--- config.mk ---
export PLATFORM = sky130hd
export DESIGN_NAME = i2c_transfer_sequencer
export DESIGN_NICKNAME = d
export VERILOG_FILES = /design/src/rtl/i2c_seq_pkg.sv /design/src/rtl/i2c_seq_timeout.sv /design/src/rtl/i2c_transfer_sequencer.sv
export SDC_FILE = /design/constraint.sdc
export NUM_CORES = 1
export LEC_CHECK = 0
export CAP_MARGIN = 30
export CORE_MARGIN = 2
export CORE_UTILIZATION = 27
export DETAILED_ROUTE_END_ITERATION = 6
export PLACE_DENSITY = 0.5
export SYNTH_ARGS = -nofsm -noshare
export SYNTH_HDL_FRONTEND = slang
export SYNTH_HIERARCHICAL = 1
export SYNTH_SLANG_ARGS = --single-unit
--- constraint.sdc ---
create_clock -name clk -period 3.4 [get_ports clk]
set_input_delay 0.68 -clock clk [delete_from_list [all_inputs] [get_ports clk]]
set_output_delay 0.68 -clock clk [all_outputs]
set_load 0.03 [all_outputs]
--- src/rtl/i2c_seq_pkg.sv ---
// rtl/i2c_seq_pkg.sv - shared states, result codes and status-bit layout for the I2C transfer sequencer
package i2c_seq_pkg;

  // Sequencer states
  localparam logic [2:0] ST_IDLE      = 3'd0;
  localparam logic [2:0] ST_CFG_DIV   = 3'd1;
  localparam logic [2:0] ST_CFG_WLEN  = 3'd2;
  localparam logic [2:0] ST_CFG_RLEN  = 3'd3;
  localparam logic [2:0] ST_CFG_START = 3'd4;
  localparam logic [2:0] ST_XFER      = 3'd5;
  localparam logic [2:0] ST_CLEAR     = 3'd6;
  localparam logic [2:0] ST_DONE      = 3'd7;

  // Result codes reported with done
  localparam logic [2:0] RES_OK       = 3'd0;
  localparam logic [2:0] RES_NACK     = 3'd1;
  localparam logic [2:0] RES_ARB_LOST = 3'd2;
  localparam logic [2:0] RES_TIMEOUT  = 3'd3;
  localparam logic [2:0] RES_BAD_REQ  = 3'd4;

  // Bit positions inside reg_status_wdata
  localparam int STAT_STOP_BIT      = 0;
  localparam int STAT_DIN_FULL_BIT  = 1;
  localparam int STAT_DIN_EMPTY_BIT = 2;
  localparam int STAT_DOUT_FULL_BIT = 3;
  localparam int STAT_ACK_BIT       = 4;
  localparam int STAT_NACK_BIT      = 5;

  // Status word that acknowledges one received byte: din_full is cleared,
  // flags we can read back are written unchanged, the rest stay 0.
  function automatic logic [5:0] status_rx_clear(input logic nack,
                                                 input logic dout_full,
                                                 input logic stop);
    logic [5:0] s;
    s = '0;
    s[STAT_NACK_BIT]      = nack;
    s[STAT_DOUT_FULL_BIT] = dout_full;
    s[STAT_STOP_BIT]      = stop;
    s[STAT_DIN_FULL_BIT]  = 1'b0;
    return s;
  endfunction

endpackage

--- src/rtl/i2c_seq_timeout.sv ---
// rtl/i2c_seq_timeout.sv - saturating progress timeout counter for the transfer phase
module i2c_seq_timeout
  import i2c_seq_pkg::*;
#(
  parameter int unsigned TIMEOUT_CYCLES = 65535
) (
  input  logic clk,
  input  logic reset,
  input  logic enable,
  input  logic clear,
  output logic expire
);

  localparam int unsigned CW = (TIMEOUT_CYCLES < 2) ? 1 : $clog2(TIMEOUT_CYCLES + 1);
  localparam logic [CW-1:0] LIMIT = CW'(TIMEOUT_CYCLES);

  logic [CW-1:0] count;

  // Count idle cycles while enabled; any progress restarts, the count holds at the limit
  always_ff @(posedge clk or negedge reset) begin
    if (!reset) begin
      count <= '0;
    end else if (!enable || clear) begin
      count <= '0;
    end else if (count != LIMIT) begin
      count <= count + CW'(1);
    end
  end

  // A zero limit disables expiry altogether
  assign expire = (TIMEOUT_CYCLES != 0) && enable && (count == LIMIT);

endmodule

--- src/rtl/i2c_transfer_sequencer.sv ---
// rtl/i2c_transfer_sequencer.sv - sequences one I2C master transaction through the core register interface
module i2c_transfer_sequencer
  import i2c_seq_pkg::*;
#(
  parameter int unsigned TIMEOUT_CYCLES = 65535,
  parameter int unsigned CNT_W          = 32
) (
  input  logic             clk,
  input  logic             reset,
  input  logic             req_valid,
  output logic             req_ready,
  input  logic [CNT_W-1:0] req_wlen,
  input  logic [CNT_W-1:0] req_rlen,
  input  logic [15:0]      req_clkdiv,
  input  logic             req_packet_type,
  input  logic             tx_valid,
  input  logic [7:0]       tx_data,
  output logic             tx_ready,
  output logic             rx_valid,
  output logic [7:0]       rx_data,
  input  logic             rx_ready,
  output logic             done,
  output logic [2:0]       result,
  output logic [31:0]      reg_wdata,
  output logic             reg_data_out_we,
  output logic             reg_read_length_we,
  output logic             reg_write_length_we,
  output logic             reg_clk_divider_we,
  output logic             reg_config_we,
  output logic             reg_status_we,
  output logic             reg_start,
  output logic             reg_packet_type,
  output logic             reg_fifo_enable,
  output logic [5:0]       reg_status_wdata,
  input  logic             stat_stop,
  input  logic             stat_din_full,
  input  logic             stat_dout_full,
  input  logic             stat_slave_nack,
  input  logic             stat_arb_loss,
  input  logic [7:0]       stat_data_in
);

  logic [2:0]       state;
  logic [CNT_W-1:0] wlen_q;
  logic [CNT_W-1:0] rlen_q;
  logic [15:0]      clkdiv_q;
  logic             ptype_q;
  logic [CNT_W-1:0] wcnt;
  logic [CNT_W-1:0] rcnt;
  logic [2:0]       res_q;
  logic             rx_valid_q;
  logic [7:0]       rx_data_q;
  logic             dout_prev;
  logic             status_prev;
  logic             clr_pend;
  logic [4:0]       flags_prev;

  logic [4:0] flags;
  logic       in_xfer;
  logic       expire;
  logic       fault;
  logic       finish;
  logic       leave;
  logic       tx_fire;
  logic       rx_accept;
  logic       clr_want;
  logic       status_rx;
  logic       rx_capture;
  logic       progress;

  assign flags   = {stat_stop, stat_din_full, stat_dout_full, stat_slave_nack, stat_arb_loss};
  assign in_xfer = (state == ST_XFER);

  // Abort causes block any new core traffic in the cycle they are seen
  assign fault  = stat_arb_loss || stat_slave_nack || expire;
  assign finish = stat_stop && (wcnt == wlen_q) && (rcnt == rlen_q);
  assign leave  = in_xfer && (fault || finish);

  // The previous-cycle data_out write gap gives dout_full time to reflect the last byte
  assign tx_fire = in_xfer && !fault && (wcnt < wlen_q) && !stat_dout_full
                   && tx_valid && !dout_prev;

  assign rx_accept = in_xfer && rx_valid_q && rx_ready;

  // A status clear loses to a TX write and is retried from clr_pend next cycle
  assign clr_want  = in_xfer && !fault && (clr_pend || rx_accept);
  assign status_rx = clr_want && !tx_fire;

  // Wait until the din_full clear has been written and seen by the core before
  // capturing again, otherwise the same byte would be taken twice
  assign rx_capture = in_xfer && !fault && stat_din_full && !rx_valid_q && !clr_pend
                      && !status_prev && (rcnt < rlen_q);

  assign progress = tx_fire || rx_accept || (flags != flags_prev);

  i2c_seq_timeout #(
    .TIMEOUT_CYCLES (TIMEOUT_CYCLES)
  ) u_timeout (
    .clk    (clk),
    .reset  (reset),
    .enable (in_xfer),
    .clear  (progress),
    .expire (expire)
  );

  assign req_ready = (state == ST_IDLE);
  assign tx_ready  = tx_fire;
  assign rx_valid  = rx_valid_q;
  assign rx_data   = rx_data_q;
  assign done      = (state == ST_DONE);
  assign result    = res_q;

  // Register-interface drive: one write enable per cycle, decoded from state
  always_comb begin
    reg_wdata           = '0;
    reg_data_out_we     = 1'b0;
    reg_read_length_we  = 1'b0;
    reg_write_length_we = 1'b0;
    reg_clk_divider_we  = 1'b0;
    reg_config_we       = 1'b0;
    reg_status_we       = 1'b0;
    reg_start           = 1'b0;
    reg_packet_type     = 1'b0;
    reg_fifo_enable     = 1'b0;
    reg_status_wdata    = '0;
    case (state)
      ST_CFG_DIV: begin
        reg_clk_divider_we = 1'b1;
        reg_wdata          = {16'b0, clkdiv_q};
      end
      ST_CFG_WLEN: begin
        reg_write_length_we = 1'b1;
        reg_wdata           = 32'(wlen_q);
      end
      ST_CFG_RLEN: begin
        reg_read_length_we = 1'b1;
        reg_wdata          = 32'(rlen_q);
      end
      ST_CFG_START: begin
        reg_config_we   = 1'b1;
        reg_start       = 1'b1;
        reg_packet_type = ptype_q;
        reg_fifo_enable = 1'b0;
      end
      ST_XFER: begin
        if (tx_fire) begin
          reg_data_out_we = 1'b1;
          reg_wdata       = {24'b0, tx_data};
        end else if (status_rx) begin
          reg_status_we    = 1'b1;
          reg_status_wdata = status_rx_clear(stat_slave_nack, stat_dout_full, stat_stop);
        end
      end
      ST_CLEAR: begin
        reg_status_we = 1'b1;
      end
      default: ;
    endcase
  end

  // Transaction state, latched request, counters and the RX holding register
  always_ff @(posedge clk or negedge reset) begin
    if (!reset) begin
      state       <= ST_IDLE;
      wlen_q      <= '0;
      rlen_q      <= '0;
      clkdiv_q    <= '0;
      ptype_q     <= 1'b0;
      wcnt        <= '0;
      rcnt        <= '0;
      res_q       <= RES_OK;
      rx_valid_q  <= 1'b0;
      rx_data_q   <= '0;
      dout_prev   <= 1'b0;
      status_prev <= 1'b0;
      clr_pend    <= 1'b0;
      flags_prev  <= '0;
    end else begin
      dout_prev   <= tx_fire;
      status_prev <= status_rx;
      flags_prev  <= flags;
      case (state)
        ST_IDLE: begin
          if (req_valid) begin
            wlen_q   <= req_wlen;
            rlen_q   <= req_rlen;
            clkdiv_q <= req_clkdiv;
            ptype_q  <= req_packet_type;
            wcnt     <= '0;
            rcnt     <= '0;
            clr_pend <= 1'b0;
            if ((req_wlen == '0) && (req_rlen == '0)) begin
              res_q <= RES_BAD_REQ;
              state <= ST_DONE;
            end else begin
              res_q <= RES_OK;
              state <= ST_CFG_DIV;
            end
          end
        end
        ST_CFG_DIV:   state <= ST_CFG_WLEN;
        ST_CFG_WLEN:  state <= ST_CFG_RLEN;
        ST_CFG_RLEN:  state <= ST_CFG_START;
        ST_CFG_START: state <= ST_XFER;
        ST_XFER: begin
          if (tx_fire) begin
            wcnt <= wcnt + CNT_W'(1);
          end
          if (rx_accept && (rcnt < rlen_q)) begin
            rcnt <= rcnt + CNT_W'(1);
          end
          if (rx_capture) begin
            rx_data_q  <= stat_data_in;
            rx_valid_q <= 1'b1;
          end else if (rx_accept) begin
            rx_valid_q <= 1'b0;
          end
          clr_pend <= clr_want && tx_fire;
          if (leave) begin
            if (stat_arb_loss) begin
              res_q <= RES_ARB_LOST;
            end else if (stat_slave_nack) begin
              res_q <= RES_NACK;
            end else if (expire) begin
              res_q <= RES_TIMEOUT;
            end else begin
              res_q <= RES_OK;
            end
            state <= ST_CLEAR;
          end
        end
        ST_CLEAR: begin
          rx_valid_q <= 1'b0;
          clr_pend   <= 1'b0;
          state      <= ST_DONE;
        end
        ST_DONE: begin
          res_q <= RES_OK;
          state <= ST_IDLE;
        end
        default: state <= ST_IDLE;
      endcase
    end
  end

endmodule

# Yosys cells after proc, flatten, opt, wreduce, memory -nomap -nowiden
# Index checks and enable logic that the tools add are counted.
# classes
order_cmp	2
add_sub_neg	3
n_eq_ne	17
reduce_logical	52
mux	38
# op_table
cell	count
$pmux W32 S2	2
$pmux W32 S4	1
$mux W32	3
$add A32 B1 Y32 const B	2
$eq A32 B32 Y1	2
$logic_not A32 Y1	2
$lt A32 B32 Y1	2
$mux W16	2
$pmux W3 S8	1
$logic_and A1 B1 Y1	21
$mux W3	6
$mux W6	3
$add A16 B1 Y16 const B	1
$eq A16 B16 Y1 const B	1
$ne A16 B16 Y1 const B	1
$eq A3 B3 Y1 const B	4
$mux W1	12
$reduce_and A2 Y1	5
$pmux W3 S3	1
$reduce_and A3 Y1	3
$logic_not A1 Y1	8
$mux W8	1
$logic_or A1 B1 Y1	7
$eq A3 B2 Y1 const B	2
11 further kinds	19
# word_totals
reg_bits	184
output_inout_bits	62
elab_cells	127

# Depth between registers and ports, before layout
# Gate-level depths: netlist (run 1).
# depth
word_depth	14
ltp_mapped	14
mapped_depth_nobuf	13

# Cells and area by module
# The synthesis (run 1) kept the hierarchy.
# by_module_without_submodules
module	area_per_inst_um2	cells_per_inst	n_inst
i2c_transfer_sequencer	10072.2	1141	1
i2c_seq_timeout	903.4	92	1

# Least setup slack after synthesis (run 1)
# No wires, ideal clock.
# synth_timing
path_kind	flip-flop to output port
from	register u_timeout.count[0]
to	output reg_status_we
path_slack_ns	-0.527
required_time_ns	2.720
arrival_ns	3.247
path_stages_with_launch	14
path_cell_list	dfrtp_1 -> ha_1 -> nand3_1 -> nor4_2 -> buf_6 -> and2_1 -> nor2_1 -> and3b_1 -> o2111a_2 -> o2111a_2 -> nand2_1 -> inv_1 -> buf_2 -> o21ai_0
# synth_via
elab_chain_len	14
# synth_rtl
element	line	rtl
start: declaration	i2c_seq_timeout.sv:17	logic [CW-1:0] count;
start signal: assignment	i2c_seq_timeout.sv:26	count <= count + CW'(1);
$eq A16 B16 Y1 *	i2c_seq_timeout.sv:31	assign expire = (TIMEOUT_CYCLES != 0) && enable && (count == LIMIT);
$logic_and A1 B1 Y1 *	i2c_seq_timeout.sv:31	
via expire	i2c_transfer_sequencer.sv:60	logic expire;
$logic_or A1 B1 Y1 *	i2c_transfer_sequencer.sv:75	assign fault = stat_arb_loss || stat_slave_nack || expire;
$logic_not A1 Y1 *	i2c_transfer_sequencer.sv:80	assign tx_fire = in_xfer && !fault && (wcnt < wlen_q) && !stat_dout_full
$logic_and A1 B1 Y1 * (3 in a row)	i2c_transfer_sequencer.sv:80	
$logic_and A1 B1 Y1 * (2 in a row)	i2c_transfer_sequencer.sv:81	&& tx_valid && !dout_prev;
via tx_ready	i2c_transfer_sequencer.sv:18	output logic tx_ready,
$logic_not A1 Y1	i2c_transfer_sequencer.sv:87	assign status_rx = clr_want && !tx_fire;
$logic_and A1 B1 Y1	i2c_transfer_sequencer.sv:87	
$mux W1	i2c_transfer_sequencer.sv:149	end else if (status_rx) begin
$mux W1 *	i2c_transfer_sequencer.sv:146	if (tx_fire) begin
$pmux W1 S2 *	i2c_transfer_sequencer.sv:126	case (state)
end: declaration	i2c_transfer_sequencer.sv:30	output logic reg_status_we,
# Mark *: on every way through the listed nets, which the timed path passes. The rest lies on a longest branch.

# Final worst setup path (run 1)
# layout_timing
from	register wcnt[15]
to	output reg_wdata[1]
# layout_via
elab_chain_len	7
# layout_rtl
element	line	rtl
start: declaration	i2c_transfer_sequencer.sv:48	logic [CNT_W-1:0] wcnt;
start signal: assignment	i2c_transfer_sequencer.sv:207	wcnt <= wcnt + CNT_W'(1);
$lt A32 B32 Y1	i2c_transfer_sequencer.sv:80	
$logic_and A1 B1 Y1 (2 in a row)	i2c_transfer_sequencer.sv:80	
$logic_and A1 B1 Y1 (2 in a row)	i2c_transfer_sequencer.sv:81	
$mux W8	i2c_transfer_sequencer.sv:146	
$pmux W32 S4	i2c_transfer_sequencer.sv:126	
end: declaration	i2c_transfer_sequencer.sv:24	output logic [31:0] reg_wdata,
# Every way passes these cells.

==> flow_metrics.py, run 1 <==
metrics = {
    "global_routing": {
        "track_usage_pct": 18.32,
        "grt_pass1_wl_um": 58780,
        "overflow": 0,
        "first_global_vias": 10002,
        "grt_antenna_before_repair": 0,
        "grt_max_degree": 135,
    },
    "clock_tree": {
        "cts_tree": "built",
        "clkTransAtPathRegs_ns": 0.08,
        "cts_root_buf": "clkbuf_16",
        "htreeDepth": 4,
        "max-clock-path-buffers": 2,
        "ctsHoldBuffers": 0,
        "cts_buffers": 17,
        "clock-sinks": 184,
        "clk_latency_ns": 0.45,
    },
    "sta": {
        "whs_ns": 0.3041,
        "layout_setup_ws_ns": -0.01079,
        "tns_ns": -0.02337,
        "fmax_ghz": 0.2932,
        "setup-violations-final": 5,
        "slew_headroom_pct": 47.50,
        "min_period_over_period_pct": 100.3,
        "slew_viol_final": 0,
        "fin_crit_ns": 3.411,
        "rsz0062_at_grt": "yes",
        "tightest_slew_ns": 0.7776,
        "hold_viol_final": 0,
        "fin_skew_ns": 0.01642,
    },
    "worst_setup_path": {
        "critical_path.max_fanout": 5,
        "critPathCaptureType": "output port",
        "crit_family": "compound AO/OA/AOI/OAI gates",
        "startpoint_type": "register",
        "r2r_slack_ns": 0.40,
        "crit_chain": "ha_1, and4_1, a221oi_2, buf_4, o2111a_2, nand2_4, inv_6, buf_16, o2bb2ai_4, buf_6",
        "critPathBufInv": 4,
        "critPathMaxStageDelay_ns": 0.45,
        "crit_type": "register to output port",
        "crit_cells": 10,
        "r2r_cells": 8,
        "cpMaxStageDelayCell": "dfrtp_2",
        "cp.required_ns": 2.72,
        "cp.arrival_ns": 2.73,
    },
    "detailed_routing": {
        "ant_nets": 0,
        "first_iter_violations": 828,
        "dr.pass1.iters": 6,
        "post-route-drc-count": 0,
        "wirelength_um": 37870,
        "vias": 10080,
        "wl_per_cell_um": 19.10,
        "drt-vias-per-instance": 5.083,
    },
    "logic_synthesis": {
        "synth_area_um2": 10980,
        "syn_inst": 1233,
        "synthMuxAreaShare_pct": 3.215,
        "seq_area_frac_synth_pct": 41.95,
        "synth_seq_cells": 184,
        "synth_cell_type_count": 74,
        "synthAdderAreaFrac_pct": 7.638,
        "synth_compound_area_share_pct": 16.93,
        "yosys_warnings": 6,
        "ys_async_sr_fraction_pct": 100.0,
        "synthSimpleGateAreaFrac_pct": 23.53,
        "avgSynthCellArea_um2": 8.901,
        "synth_edf_count": 0,
        "synth_top_family_by_area": "simple AND/OR/NAND/NOR gates",
        "synth_ff_type": "dfrtp_1",
        "synth-xor-area-share_pct": 0.6384,
    },
    "power": {
        "power_leakage_uw": 0.006231,
        "p_switching_uw": 3906,
        "p_int_uw": 5358,
        "pwr-share-seq_pct": 33.7,
        "p_comb_share_pct": 43.6,
        "peakVddDrop_mv": 0.3658,
        "pwr-share-clk_pct": 22.6,
        "switching_share_pct": 42.16,
        "power.density_nw_per_um2": 639.6,
    },
    "floorplanning": {
        "core-area_um2": 39910,
        "initial_core_util_pct": 27.50,
        "die_h_um": 205.6,
        "die_x_um": 205.6,
        "die-area_um2": 42280,
        "rows": 73,
        "pin_count": 169,
    },
    "run_status": {
        "violations": "setup timing",
        "status": "complete, but fails checks",
    },
    "place": {
        "dp_hpwl_um": 28390,
        "pre_cts_slack_ns": 0.05973,
        "gp_congestion": 0.8183,
        "io_buffers": 163,
        "place_area_um2": 13470,
    },
    "worst_hold_path": {
        "min_path_type": "input port to async pin",
    },
    "finish": {
        "nNetsFinal": 1618,
        "final_util_pct": 36.28,
        "n_fill_cell": 4076,
        "multi_input_area_um2": 5901,
        "syn_to_final_growth_pct": 31.95,
        "regArea_um2": 4609,
        "postLayoutCellArea_um2": 14480,
        "drive_above_1_share_pct": 16.06,
    },
    "run": {
        "cap_viol_max_count": 0,
    },
}
cell usage in the layout (no fill, tap or decap), types with 24 or more instances in the layout:
cell type,n
nand2_1,215
dfrtp_1,180
clkdlybuf4s50_1,123
buf_4,117
o21ai_0,97
inv_1,76
ha_1,66
a21oi_1,63
nand4_1,52
nand3_1,35
nor4_1,33
nor2_1,28
or4_1,26
o31ai_1,26
mux2i_1,24
routing by layer:
metal	part of all wire, %	vias to the layer above	track usage [%]
met5	0	-	0
met3	3.1	35	2.360
met2	49	196	30.83
met4	2.2	0	5.807
met1	45	4942	24.33
li1	-	4907	-
path summary, 6_finish.rpt:
path                                   from      endpoint
min in group clk                clkdiv_q[4]   clkdiv_q[4]
worst max-delay path               wcnt[15]  reg_wdata[1]
worst min register to register  clkdiv_q[4]   clkdiv_q[4]
worst min-delay path                  reset      wcnt[10]
worst max register to register    rlen_q[7]    rx_data[7]
max in group asynchronous             reset    rx_data[2]
logic make-up (layout without fill, tap and decap cells):
family | after synthesis | in the layout
simple gates | 497 | 497
compound gates | 291 | 291
flops | 184 | 184
buf+inv | 151 | 371
fa+ha+maj | 67 | 67
mux | 34 | 34
xor+xnor | 8 | 8
other cells | 1 | 6
per-stage QoR:
| stage | power (µW) | instances |
|---|---|---|
| after floorplan | 5480 | 1237 |
| after global placement | 7065 | 1921 |
| after detailed placement | 7094 | 1921 |
| after CTS | 9312 | 1971 |
| after global routing | 9884 | 1982 |
| final | 9264 | 1983 |
registers in the layout, indices dropped and copies added (netlist names), 3 cells and up:
signal           flops
rcnt                32
u_timeout/count     16
wcnt                32
result               3
state                3
rx_data              8
flags_prev           5
wlen_q              32
clkdiv_q            16
rlen_q              32
synth_stat cells, types with 5 or more instances:
master / count / share of area (%)
a211oi_1: 6 / 0.41
a21o_1: 6 / 0.41
a21oi_1: 64 / 2.9
a22o_1: 16 / 1.3
a22oi_1: 16 / 1.1
a31oi_1: 8 / 0.46
and2_1: 13 / 0.74
and3_1: 17 / 0.97
and4_1: 6 / 0.48
buf_2: 9 / 0.41
buf_4: 8 / 0.55
buf_6: 6 / 0.62
clkbuf_1: 46 / 1.6
dfrtp_1: 184 / 42
ha_1: 67 / 7.6
inv_1: 77 / 2.6
mux2_2: 10 / 1.0
mux2i_1: 24 / 2.2
nand2_1: 217 / 7.4
nand2b_1: 8 / 0.46
nand3_1: 36 / 1.6
nand4_1: 52 / 3.0
nor2_1: 29 / 0.99
nor2b_1: 7 / 0.40
nor3_1: 17 / 0.78
nor3b_1: 5 / 0.34
nor4_1: 33 / 1.9
o211ai_1: 7 / 0.48
o21a_1: 6 / 0.41
o21ai_0: 99 / 4.5
o2bb2ai_1: 10 / 0.80
o31ai_1: 26 / 1.8
or4_1: 26 / 1.8
worst reg2reg max path, stage by stage, from the launching register on:
cell,delay (ns)
dfrtp_1,0.40
inv_1,0.09
ha_1,0.31
a21oi_1,0.18
o21ai_0,0.14
a221o_1,0.32
o31a_2,0.46
nor3_4,0.58
mux2_2,0.41
layout make-up:
class                      instances  share of cell area, %
multi-input combinational        902                  40.74
sequential                       184                  31.83
timing repair buffer             261                  16.66
tap                              525                  4.536
clock buffer                      18                  3.032
inverter                          78                  2.065
clock inverter                    14                  1.123
antenna                            1                0.01728
timing repair:
action / in CTS / in global routing
endpoints found under the setup margin: 13 / 13
gates cloned: 1 / 0
gates resized for setup: 27 / 15
setup buffers: 17 / 11
pin swaps: 14 / 6
power groups by stage:
stage / Combinational, µW / Clock, µW / Sequential, µW
after global placement: 3920 / 0 / 3150
after detailed placement: 3930 / 0 / 3160
after floorplan: 2350 / 0 / 3130
final: 4040 / 2100 / 3120
after global routing: 4460 / 2240 / 3190
after CTS: 4020 / 2170 / 3120
No activity file was read; power rests on OpenSTA's default activity.
==> run 2: changes to the inputs <==
--- a/config.mk
+++ b/config.mk
@@ -6,7 +6,6 @@
 export NUM_CORES = 1
 export LEC_CHECK = 0
 export CAP_MARGIN = 30
-export CORE_MARGIN = 2
 export CORE_UTILIZATION = 27
 export DETAILED_ROUTE_END_ITERATION = 6
 export PLACE_DENSITY = 0.5
==> flow_metrics.py, run 2 (synthesis gave the netlist of run 1 again) <==
metrics = {
    "run_status": {
        "status": "complete, but fails checks",
        "violations": "setup timing",
    },
    "finish": {
        "multi_input_area_um2": 5857,
        "n_fill_cell": 4057,
        "regArea_um2": 4607,
        "syn_to_final_growth_pct": 28.93,
        "final_cells": 1955,
        "nNetsFinal": 1592,
        "mostFrequentLayoutCells": "215 x nand2_1, 182 x dfrtp_1, 123 x clkdlybuf4s50_1, 101 x buf_4, 97 x o21ai_0",
        "final_common_cell": "nand2_1",
        "n_antenna_cell": 0,
        "final_util_pct": 35.45,
        "drive_above_1_share_pct": 14.41,
    },
    "floorplanning": {
        "die_h_um": 203.6,
        "die_x_um": 203.6,
        "core-area_um2": 39910,
        "pin_count": 169,
        "initial_core_util_pct": 27.50,
        "die-area_um2": 41460,
        "rows": 73,
    },
    "detailed_routing": {
        "wirelength_um": 37540,
        "post-route-drc-count": 0,
        "wl_per_cell_um": 19.20,
        "first_iter_violations": 768,
        "vias": 10007,
        "ant_nets": 0,
        "dr.pass1.iters": 5,
        "drt-vias-per-instance": 5.119,
    },
    "clock_tree": {
        "cts_root_buf": "clkbuf_16",
        "clk_latency_ns": 0.45,
        "htreeDepth": 4,
        "cts_buffers": 17,
        "clkTransAtPathRegs_ns": 0.07,
        "max-clock-path-buffers": 2,
        "cts_tree": "built",
        "clock-sinks": 184,
    },
    "global_routing": {
        "grt_max_degree": 167,
        "grt_pass1_wl_um": 57700,
        "track_usage_pct": 18.26,
        "first_global_vias": 9694,
        "grt_antenna_before_repair": 0,
        "overflow": 0,
    },
    "worst_setup_path": {
        "cpMaxStageDelayCell": "dfrtp_1",
        "critPathMaxStageDelay_ns": 0.38,
        "critical_path.max_fanout": 3,
        "crit_top_cell": "buf_4",
        "critPathBufInv": 4,
        "crit_chain": "inv_1, ha_1, nand2_1, nor4_2, buf_4, nand4_1, a21o_1, buf_4, a21oi_4, and2_4, buf_6",
        "critPathCaptureType": "output port",
        "cp.required_ns": 2.72,
        "r2r_slack_ns": 0.33,
        "cp.arrival_ns": 2.77,
        "crit_family": "simple AND/OR/NAND/NOR gates",
        "crit_type": "register to output port",
        "startpoint_type": "register",
    },
    "sta": {
        "layout_setup_ws_ns": -0.04553,
        "tightest_slew_ns": 0.8238,
        "rsz0062_at_grt": "yes",
        "fmax_ghz": 0.2902,
        "min_period_over_period_pct": 101.3,
        "fin_skew_ns": 0.01371,
        "slew_headroom_pct": 44.39,
        "slew_viol_final": 0,
        "setup-violations-final": 2,
        "fin_crit_ns": 3.446,
        "tns_ns": -0.08941,
        "hold_viol_final": 0,
    },
    "place": {
        "dp_hpwl_um": 28070,
        "gp_congestion": 0.8422,
        "placedCellCount": 1909,
        "pre_cts_slack_ns": -0.003238,
        "io_buffers": 163,
    },
    "worst_hold_path": {
        "min_path_type": "input port to async pin",
    },
    "power": {
        "peakVddDrop_mv": 0.3912,
        "power.density_nw_per_um2": 641.9,
        "power_leakage_uw": 0.006064,
    },
    "run": {
        "cap_viol_max_count": 0,
    },
}
[run 2: path summary, 6_finish.rpt]
check                      startpoint                  end  depth (start not counted)
max reg2reg                  rcnt[14]           rx_data[2]                          8
min                             reset             wcnt[26]                          1
min reg2reg                   ptype_q              ptype_q                          2
max                        wlen_q[23]  reg_status_wdata[0]                         11
min in group clk              ptype_q              ptype_q                          2
max in group asynchronous       reset            rlen_q[4]                          2
[run 2: through the flow]
| step | power [µW] | instance area, µm² | hold WS, ns |
|---|---|---|---|
| floorplan | 5480 | 11070 | 0.3844 |
| global placement | 7033 | 13380 | 0.4556 |
| detailed placement | 7076 | 13380 | 0.4608 |
| CTS | 9165 | 14060 | 0.3032 |
| global route | 9666 | 14150 | 0.3197 |
| finish | 9084 | 14150 | 0.2813 |
[run 2: timing repair]
action,4_1_cts,5_1_grt
setup endpoints to repair,13,13
hold buffers,0,0
pin swaps,7,11
setup buffers,8,8
resized for setup,20,9
[run 2: cell type report]
type                    count  share of cell area (%)
repair buffers            235                   15.20
inverters                  78                   2.131
clock inverters            13                   1.052
flip-flops and latches    184                   32.56
well taps                 525                   4.642
clock buffers              18                   3.033
multi-input cells         902                   41.39
[run 2: per-layer routing]
layer	vias up	track usage, %	part of all wire [%]
met4	0	3.840	1.1
met3	25	2.908	2.8
met5	-	0	0
met2	164	31.47	51
met1	4977	23.92	45
li1	4841	-	-
[run 2: worst register-to-register path, cell delays in order (launching register included)]
cell and delay (ns):
dfrtp_1 0.48, ha_1 0.35, a21oi_1 0.17, nand2_1 0.07, a221o_1 0.36, o31a_2 0.38, buf_4 0.19, nor3_4 0.55
mux2_2 0.41
[run 2: power by group]
part	total, µW	internal, µW	switching [µW]	leakage, µW
Clock	2030	1090	936	0.000272
Sequential	3120	2760	365	0.00241
Combinational	3930	1390	2540	0.00339
